[config.mk]
export PLATFORM = sky130hd
export DESIGN_NAME = m_mem_arbiter
export DESIGN_NICKNAME = d
export VERILOG_FILES = /design/src/rtl/m_mem_arbiter.sv
export SDC_FILE = /design/constraint.sdc
export NUM_CORES = 1
export LEC_CHECK = 0
export BUFFER_PORTS_ARGS = -buffer_cell sky130_fd_sc_hd__buf_2
export CAP_MARGIN = 40
export CELL_PAD_IN_SITES_DETAIL_PLACEMENT = 1
export CELL_PAD_IN_SITES_GLOBAL_PLACEMENT = 2
export CORE_MARGIN = 4
export CORE_UTILIZATION = 24
export CTS_CLUSTER_DIAMETER = 60
export DETAILED_ROUTE_END_ITERATION = 6
export GPL_TIMING_DRIVEN = 0
export HOLD_SLACK_MARGIN = 0.1
export PLACE_DENSITY = 0.89
export SETUP_SLACK_MARGIN = 0.4
export SLEW_MARGIN = 30
export SYNTH_ARGS = -nofsm -noshare
export SYNTH_HDL_FRONTEND = slang
export SYNTH_SLANG_ARGS = --single-unit
[constraint.sdc]
create_clock -name clk_sys -period 2.2 [get_ports clk_sys]
set_input_delay 0.11 -clock clk_sys [delete_from_list [all_inputs] [get_ports clk_sys]]
set_output_delay 0.11 -clock clk_sys [all_outputs]
set_load 0.02 [all_outputs]
[src/rtl/m_mem_arbiter.sv]
`default_nettype none
// ============================================================================
// Module   : m_mem_arbiter
// Purpose  : Arbitrates one 8-bit CPU port and NUM_REQ 8/16-bit DMA
//            requesters onto a single memory bus. Handles the HOLD/HLDA
//            bus-release handshake, SRAM/DRAM/ROM decode, byte-lane
//            steering and per-region wait states.
// Revision : 1.0 - initial release
// ============================================================================
module m_mem_arbiter #(
  parameter int NUM_REQ   = 2,
  parameter int SRAM_WAIT = 0,
  parameter int DRAM_WAIT = 1,
  parameter int ROM_WAIT  = 1
) (
  input  logic                    clk_sys,
  input  logic                    reset,
  input  logic                    cpu_req,
  input  logic                    cpu_we,
  input  logic [19:0]             cpu_addr,
  input  logic [7:0]              cpu_wdata,
  output logic [7:0]              cpu_rdata,
  output logic                    cpu_ack,
  input  logic [NUM_REQ-1:0]      dma_req,
  input  logic [NUM_REQ-1:0]      dma_we,
  input  logic [NUM_REQ-1:0]      dma_word,
  input  logic [20*NUM_REQ-1:0]   dma_addr,
  input  logic [16*NUM_REQ-1:0]   dma_wdata,
  output logic [15:0]             dma_rdata,
  output logic [NUM_REQ-1:0]      dma_ack,
  output logic                    hold,
  input  logic                    hlda,
  output logic [19:0]             mem_addr,
  output logic [15:0]             mem_wdata,
  output logic [1:0]              mem_be,
  output logic                    mem_we,
  output logic [2:0]              mem_sel,
  input  logic [15:0]             mem_rdata
);

  localparam int IDX_W    = (NUM_REQ > 1) ? $clog2(NUM_REQ) : 1;
  localparam int MAX_WAIT = (SRAM_WAIT > DRAM_WAIT) ?
                            ((SRAM_WAIT > ROM_WAIT) ? SRAM_WAIT : ROM_WAIT) :
                            ((DRAM_WAIT > ROM_WAIT) ? DRAM_WAIT : ROM_WAIT);
  // Counter holds WAIT+1 down to 0, giving WAIT+2 access cycles.
  localparam int CNT_W    = (MAX_WAIT > 0) ? $clog2(MAX_WAIT + 2) : 1;

  localparam logic [1:0] C_REG_SRAM = 2'b00;
  localparam logic [1:0] C_REG_DRAM = 2'b10;
  localparam logic [1:0] C_REG_ROM  = 2'b11;

  // How the read-data register is filled on the last access cycle.
  localparam logic [1:0] C_RD_FULL = 2'd0;
  localparam logic [1:0] C_RD_LO   = 2'd1;
  localparam logic [1:0] C_RD_HI   = 2'd2;
  localparam logic [1:0] C_RD_ONES = 2'd3;

  typedef enum logic [1:0] {
    S_IDLE      = 2'd0,
    S_HOLD_WAIT = 2'd1,
    S_ACC       = 2'd2,
    S_DONE      = 2'd3
  } state_t;

  state_t             state_q, state_d;
  logic [IDX_W-1:0]   ptr_q, ptr_d;
  logic [IDX_W-1:0]   gidx_q, gidx_d;
  logic               cpu_gnt_q, cpu_gnt_d;
  logic [CNT_W-1:0]   cnt_q, cnt_d;
  logic               hold_q, hold_d;
  logic [19:0]        addr_q, addr_d;
  logic [15:0]        wdata_q, wdata_d;
  logic [1:0]         be_q, be_d;
  logic [2:0]         sel_q, sel_d;
  logic               we_q, we_d;
  logic               first_q, first_d;
  logic [1:0]         rdmode_q, rdmode_d;
  logic [15:0]        rdata_q, rdata_d;

  logic               any_req;
  logic [IDX_W-1:0]   rr_idx;
  logic               hi_found;
  logic [IDX_W-1:0]   hi_idx;
  logic [IDX_W-1:0]   lo_idx;

  logic [19:0]        src_addr;
  logic               src_we;
  logic               src_word;
  logic [15:0]        src_wd16;
  logic [1:0]         region;
  logic               mapped;
  logic [19:0]        ld_addr;
  logic [15:0]        ld_wdata;
  logic [1:0]         ld_be;
  logic [2:0]         ld_sel;
  logic [CNT_W-1:0]   ld_cnt;
  logic               ld_we;
  logic [1:0]         ld_rdmode;
  logic               load;
  logic [15:0]        rd_steered;

  assign any_req = |dma_req;

  // Round-robin pick: lowest requester at or above the pointer, else lowest overall.
  always_comb begin
    hi_found = 1'b0;
    hi_idx   = '0;
    lo_idx   = '0;
    for (int i = NUM_REQ - 1; i >= 0; i--) begin
      if (dma_req[i]) begin
        lo_idx = IDX_W'(i);
        if (IDX_W'(i) >= ptr_q) begin
          hi_found = 1'b1;
          hi_idx   = IDX_W'(i);
        end
      end
    end
    rr_idx = hi_found ? hi_idx : lo_idx;
  end

  // Source mux, region decode and byte-lane steering for the access being granted.
  always_comb begin
    src_addr = cpu_addr;
    src_we   = cpu_we;
    src_word = 1'b0;
    src_wd16 = {8'h00, cpu_wdata};
    if (any_req) begin
      for (int i = 0; i < NUM_REQ; i++) begin
        if (IDX_W'(i) == rr_idx) begin
          src_addr = dma_addr[20*i +: 20];
          src_we   = dma_we[i];
          src_word = dma_word[i];
          src_wd16 = dma_wdata[16*i +: 16];
        end
      end
    end

    region  = src_addr[19:18];
    ld_addr = src_addr;
    mapped  = 1'b1;
    ld_sel  = 3'b000;
    ld_cnt  = '0;
    case (region)
      C_REG_SRAM: begin ld_sel = 3'b001; ld_cnt = CNT_W'(SRAM_WAIT + 1); end
      C_REG_DRAM: begin ld_sel = 3'b010; ld_cnt = CNT_W'(DRAM_WAIT + 1); end
      C_REG_ROM:  begin ld_sel = 3'b100; ld_cnt = CNT_W'(ROM_WAIT + 1);  end
      default:    mapped = 1'b0;
    endcase

    if (src_word) begin
      ld_wdata = src_wd16;
      if (region == C_REG_SRAM) begin
        ld_be      = 2'b11;
        ld_addr[0] = 1'b0;
        ld_rdmode  = C_RD_FULL;
      end else begin
        // DRAM/ROM are only 8 bits wide: word access uses the low lane.
        ld_be     = 2'b01;
        ld_rdmode = C_RD_LO;
      end
    end else begin
      ld_wdata  = {src_wd16[7:0], src_wd16[7:0]};
      ld_be     = src_addr[0] ? 2'b10 : 2'b01;
      ld_rdmode = src_addr[0] ? C_RD_HI : C_RD_LO;
    end

    if (!mapped) begin
      ld_rdmode = C_RD_ONES;
    end
    ld_we = src_we && mapped && (region != C_REG_ROM);
  end

  // Lane selection applied to mem_rdata on the final access cycle.
  always_comb begin
    case (rdmode_q)
      C_RD_FULL: rd_steered = mem_rdata;
      C_RD_LO:   rd_steered = {8'h00, mem_rdata[7:0]};
      C_RD_HI:   rd_steered = {8'h00, mem_rdata[15:8]};
      default:   rd_steered = 16'hFFFF;
    endcase
  end

  // Arbitration FSM next-state logic and access setup.
  always_comb begin
    state_d   = state_q;
    ptr_d     = ptr_q;
    gidx_d    = gidx_q;
    cpu_gnt_d = cpu_gnt_q;
    cnt_d     = cnt_q;
    hold_d    = hold_q;
    addr_d    = addr_q;
    wdata_d   = wdata_q;
    be_d      = be_q;
    sel_d     = sel_q;
    we_d      = we_q;
    first_d   = first_q;
    rdmode_d  = rdmode_q;
    rdata_d   = rdata_q;
    load      = 1'b0;

    case (state_q)
      S_IDLE: begin
        if (any_req) begin
          hold_d = 1'b1;
          if (hlda) begin
            load      = 1'b1;
            cpu_gnt_d = 1'b0;
            gidx_d    = rr_idx;
            state_d   = S_ACC;
          end else begin
            state_d = S_HOLD_WAIT;
          end
        end else begin
          hold_d = 1'b0;
          if (cpu_req && !hlda) begin
            load      = 1'b1;
            cpu_gnt_d = 1'b1;
            state_d   = S_ACC;
          end
        end
      end
      S_HOLD_WAIT: begin
        hold_d = 1'b1;
        if (hlda) begin
          state_d = S_IDLE;
        end
      end
      S_ACC: begin
        first_d = 1'b0;
        if (cnt_q == '0) begin
          rdata_d = rd_steered;
          state_d = S_DONE;
        end else begin
          cnt_d = cnt_q - 1'b1;
        end
      end
      default: begin
        if (!cpu_gnt_q) begin
          ptr_d = (gidx_q == IDX_W'(NUM_REQ - 1)) ? '0 : gidx_q + 1'b1;
        end
        state_d = S_IDLE;
      end
    endcase

    if (load) begin
      addr_d   = ld_addr;
      wdata_d  = ld_wdata;
      be_d     = ld_be;
      sel_d    = ld_sel;
      we_d     = ld_we;
      cnt_d    = mapped ? ld_cnt : '0;
      rdmode_d = ld_rdmode;
      first_d  = 1'b1;
    end
  end

  // State and datapath registers; reset aborts any access in flight.
  always_ff @(posedge clk_sys) begin
    if (reset) begin
      state_q   <= S_IDLE;
      ptr_q     <= '0;
      gidx_q    <= '0;
      cpu_gnt_q <= 1'b0;
      cnt_q     <= '0;
      hold_q    <= 1'b0;
      addr_q    <= '0;
      wdata_q   <= '0;
      be_q      <= '0;
      sel_q     <= '0;
      we_q      <= 1'b0;
      first_q   <= 1'b0;
      rdmode_q  <= '0;
      rdata_q   <= '0;
    end else begin
      state_q   <= state_d;
      ptr_q     <= ptr_d;
      gidx_q    <= gidx_d;
      cpu_gnt_q <= cpu_gnt_d;
      cnt_q     <= cnt_d;
      hold_q    <= hold_d;
      addr_q    <= addr_d;
      wdata_q   <= wdata_d;
      be_q      <= be_d;
      sel_q     <= sel_d;
      we_q      <= we_d;
      first_q   <= first_d;
      rdmode_q  <= rdmode_d;
      rdata_q   <= rdata_d;
    end
  end

  // One-hot DMA completion pulse during DONE.
  always_comb begin
    dma_ack = '0;
    for (int i = 0; i < NUM_REQ; i++) begin
      dma_ack[i] = (state_q == S_DONE) && !cpu_gnt_q && (gidx_q == IDX_W'(i));
    end
  end

  assign cpu_ack   = (state_q == S_DONE) && cpu_gnt_q;
  assign cpu_rdata = rdata_q[7:0];
  assign dma_rdata = rdata_q;
  assign hold      = hold_q;
  assign mem_addr  = addr_q;
  assign mem_wdata = wdata_q;
  assign mem_sel   = (state_q == S_ACC) ? sel_q : 3'b000;
  assign mem_be    = (state_q == S_ACC) ? be_q : 2'b00;
  assign mem_we    = (state_q == S_ACC) && first_q && we_q;

endmodule
`default_nettype wire

==> flow_metrics.env <==
export IMPL_core_area_um2=15100
export IMPL_cts_root_buf="clkbuf_16"
export IMPL_fp_dieArea_um2=17400
export IMPL_drtIter0Drc=96
export IMPL_cts_tree="done"
export IMPL_synth_edf_count=0
export IMPL_clk_latency_ps=330
export IMPL_antenna_found_initial=2
export IMPL_die_y_um=132
export IMPL_die_w_um=132
export IMPL_cts_made_buffers=9
export IMPL_grt_max_degree=14
export IMPL_switchingPower_mw=1.34
export IMPL_h_tree_depth=3
export IMPL_pin_count=197
export IMPL_gr_usage_all_layers=0.169
export IMPL_ir_drop_mv=0.337
export IMPL_fill_cells=1874
export IMPL_pwr_share_clk=0.381
export IMPL_yosysWarningCount=0
export IMPL_via_per_inst=4.88
export IMPL_fmax_mhz=578
export IMPL_grt_pass1_vias=4526
export IMPL_area_growth_pct=46.0
export IMPL_cp_end_kind="register"
export IMPL_rsz0062_at_grt="false"
export IMPL_finalSetupViolations=0
export IMPL_synthCells=445
export IMPL_wl_per_cell_um=17.9
export IMPL_clock_sinks=69
export IMPL_numPortBuffers=195
export IMPL_crit_fanout=10
export IMPL_dr_pass1_iters=4
export IMPL_cts_hold_buf=0
export IMPL_relSlewSlack=0.544
export IMPL_cts_clk_slew_worst_paths_ps=60
export IMPL_place_ws_ps=146
export IMPL_drive_gt1_frac=0.429
export IMPL_synthArstFlopShare=0
export IMPL_syn_avg_cell_area_um2=8.28
export IMPL_synth_flop_cell="dfxtp_1"
export IMPL_syn_nets=577
export IMPL_ant_nets=0
export IMPL_worst_pin_slew_ps=684
export IMPL_hold_viol=0
export IMPL_critPathArrivalTime_ps=1930
export IMPL_drc=0
export IMPL_fin_worst_skew_ps=9.45
export IMPL_via_count=4140
export IMPL_ys_ff_latch=69
export IMPL_layout_nets=785
export IMPL_cap_violations=0
export IMPL_worstPathRequired_ps=2400
export IMPL_std_cell_rows=45
export IMPL_initial_core_util=0.243
export IMPL_final_cell_mix="buf_2, nand2_1, dfxtp_1"
export IMPL_synth_area_um2=3680
export IMPL_grt_pass1_wl_mm=23.8
export IMPL_outcome="completed"
export IMPL_multi_input_area_um2=2100
export IMPL_swShare=0.319
export IMPL_mostFrequentLayoutCell="buf_2"
export IMPL_pwr_share_comb=0.274
export IMPL_gp_congestion=0.784
export IMPL_cts_max_path_buffers=2
export IMPL_ys_seq_area_frac=0.375
export IMPL_synth_cell_type_count=49
export IMPL_powerDensity_nw_per_um2=781
export IMPL_fin_crit_ps=1730
export IMPL_hp_class="in -> reg"
export IMPL_pwr_share_seq=0.346
export IMPL_wirelength_mm=15.2
export IMPL_post_dp_hpwl_mm=11.9
export IMPL_p_int_mw=2.86
export IMPL_crit_type="reg -> reg"
export IMPL_period_share=0.787
export IMPL_leakagePower_nw=2.47
export IMPL_tns_ps=0
export IMPL_setup_slack_ps=469
export IMPL_maxSlewViolCount=0
export IMPL_grt_overflow_total=0
export IMPL_critPathLaunchType="register"
export IMPL_seq_area_um2=1390
## metal layers
| metal | GRT usage | wire [µm] |
|---|---|---|
| met1 | 0.201 | 6420 |
| met2 | 0.296 | 7530 |
| met3 | 0.0427 | 789 |
| met4 | 0.0595 | 429 |
| met5 | 0 | 0 |
## what timing repair did
item	4_1_cts	5_1_grt
resized for setup	20	19
endpoints found under the setup margin	48	46
pin swaps	1	6
buffers inserted	0	2
## cell usage after synthesis (4+ instances only)
library cell,instances,share of area
a211oi_1,19,0.039
a21oi_1,31,0.042
a221oi_1,9,0.021
a311o_1,18,0.049
and2_1,6,0.010
buf_1,4,0.0041
buf_2,11,0.015
buf_4,12,0.024
clkbuf_1,16,0.016
dfxtp_1,69,0.37
ha_1,5,0.017
inv_1,14,0.014
mux2_2,8,0.024
mux2i_1,17,0.046
nand2_1,67,0.068
nand3_1,4,0.0054
nand3b_1,8,0.016
nor2_1,44,0.045
nor2b_1,8,0.014
nor3_1,9,0.012
o21ai_0,10,0.014
o21ai_1,7,0.0095
o22a_1,8,0.019
or3_1,5,0.0085
## cell type report
type	instances	share of cell area
Tap cell	188	0.0437
Clock buffer	10	0.0426
Multi-Input combinational cell	317	0.390
Timing Repair Buffer	197	0.184
Clock inverter	6	0.0174
Inverter	14	0.00977
Sequential cell	69	0.258
Antenna cell	2	0.000930
Buffer	45	0.0528
## worst max-delay path: stages (launching register included)
cell	delay (ps)
dfxtp_2	340
inv_2	60
ha_1	190
buf_4	170
or2_2	320
buf_6	160
a221oi_2	260
a211oi_1	100
## per-stage QoR
stage               hold slack, ps  cells  power (mW)  area, µm²   util
finish                         112    848        4.20       5380  0.355
global route                   121    848        4.41       5380  0.355
CTS                            109    844        4.21       5290  0.349
detailed placement             443    828        2.56       4890  0.323
global placement               421    828        2.52       4890  0.323
floorplan                      276    445        2.13       3680      -
## flip-flops by register name, indices dropped and copies added, names as in the netlist
name,cells
hold,1
first_q,1
sel_q,3
be_q,2
state_q,2
cnt_q,2
ptr_q,1
rdmode_q,2
cpu_gnt_q,1
mem_addr,20
dma_rdata,16
we_q,1
gidx_q,1
mem_wdata,16
## worst paths after layout
check	endpoint	depth (start not counted)	slack, ps	startpoint
max	dma_rdata[6]	7	470	rdmode_q[0]
min	dma_rdata[11]	3	110	mem_rdata[11]
max reg2reg	dma_rdata[6]	7	470	rdmode_q[0]
min reg2reg	mem_addr[15]	2	460	mem_addr[15]
## cells by family after synthesis
group	Yosys count	synth area share
AND/OR/NAND/NOR	165	0.211
adder cells (fa/ha/maj)	5	0.0170
flip-flops	69	0.375
buffers and inverters	59	0.0802
XOR/XNOR	1	0.00238
AO/OA/AOI/OAI	121	0.244
multiplexers	25	0.0707
## power groups by stage
stage          sequential, mW  clock, mW  combinational, mW
2_1_floorplan            1.58          0              0.553
3_3_place_gp             1.47          0               1.05
3_5_place_dp             1.48          0               1.08
4_1_cts                  1.45       1.63               1.12
5_1_grt                  1.47       1.69               1.26
6_report                 1.45       1.60               1.15
Note: power is estimated with default switching activity, not from simulation.
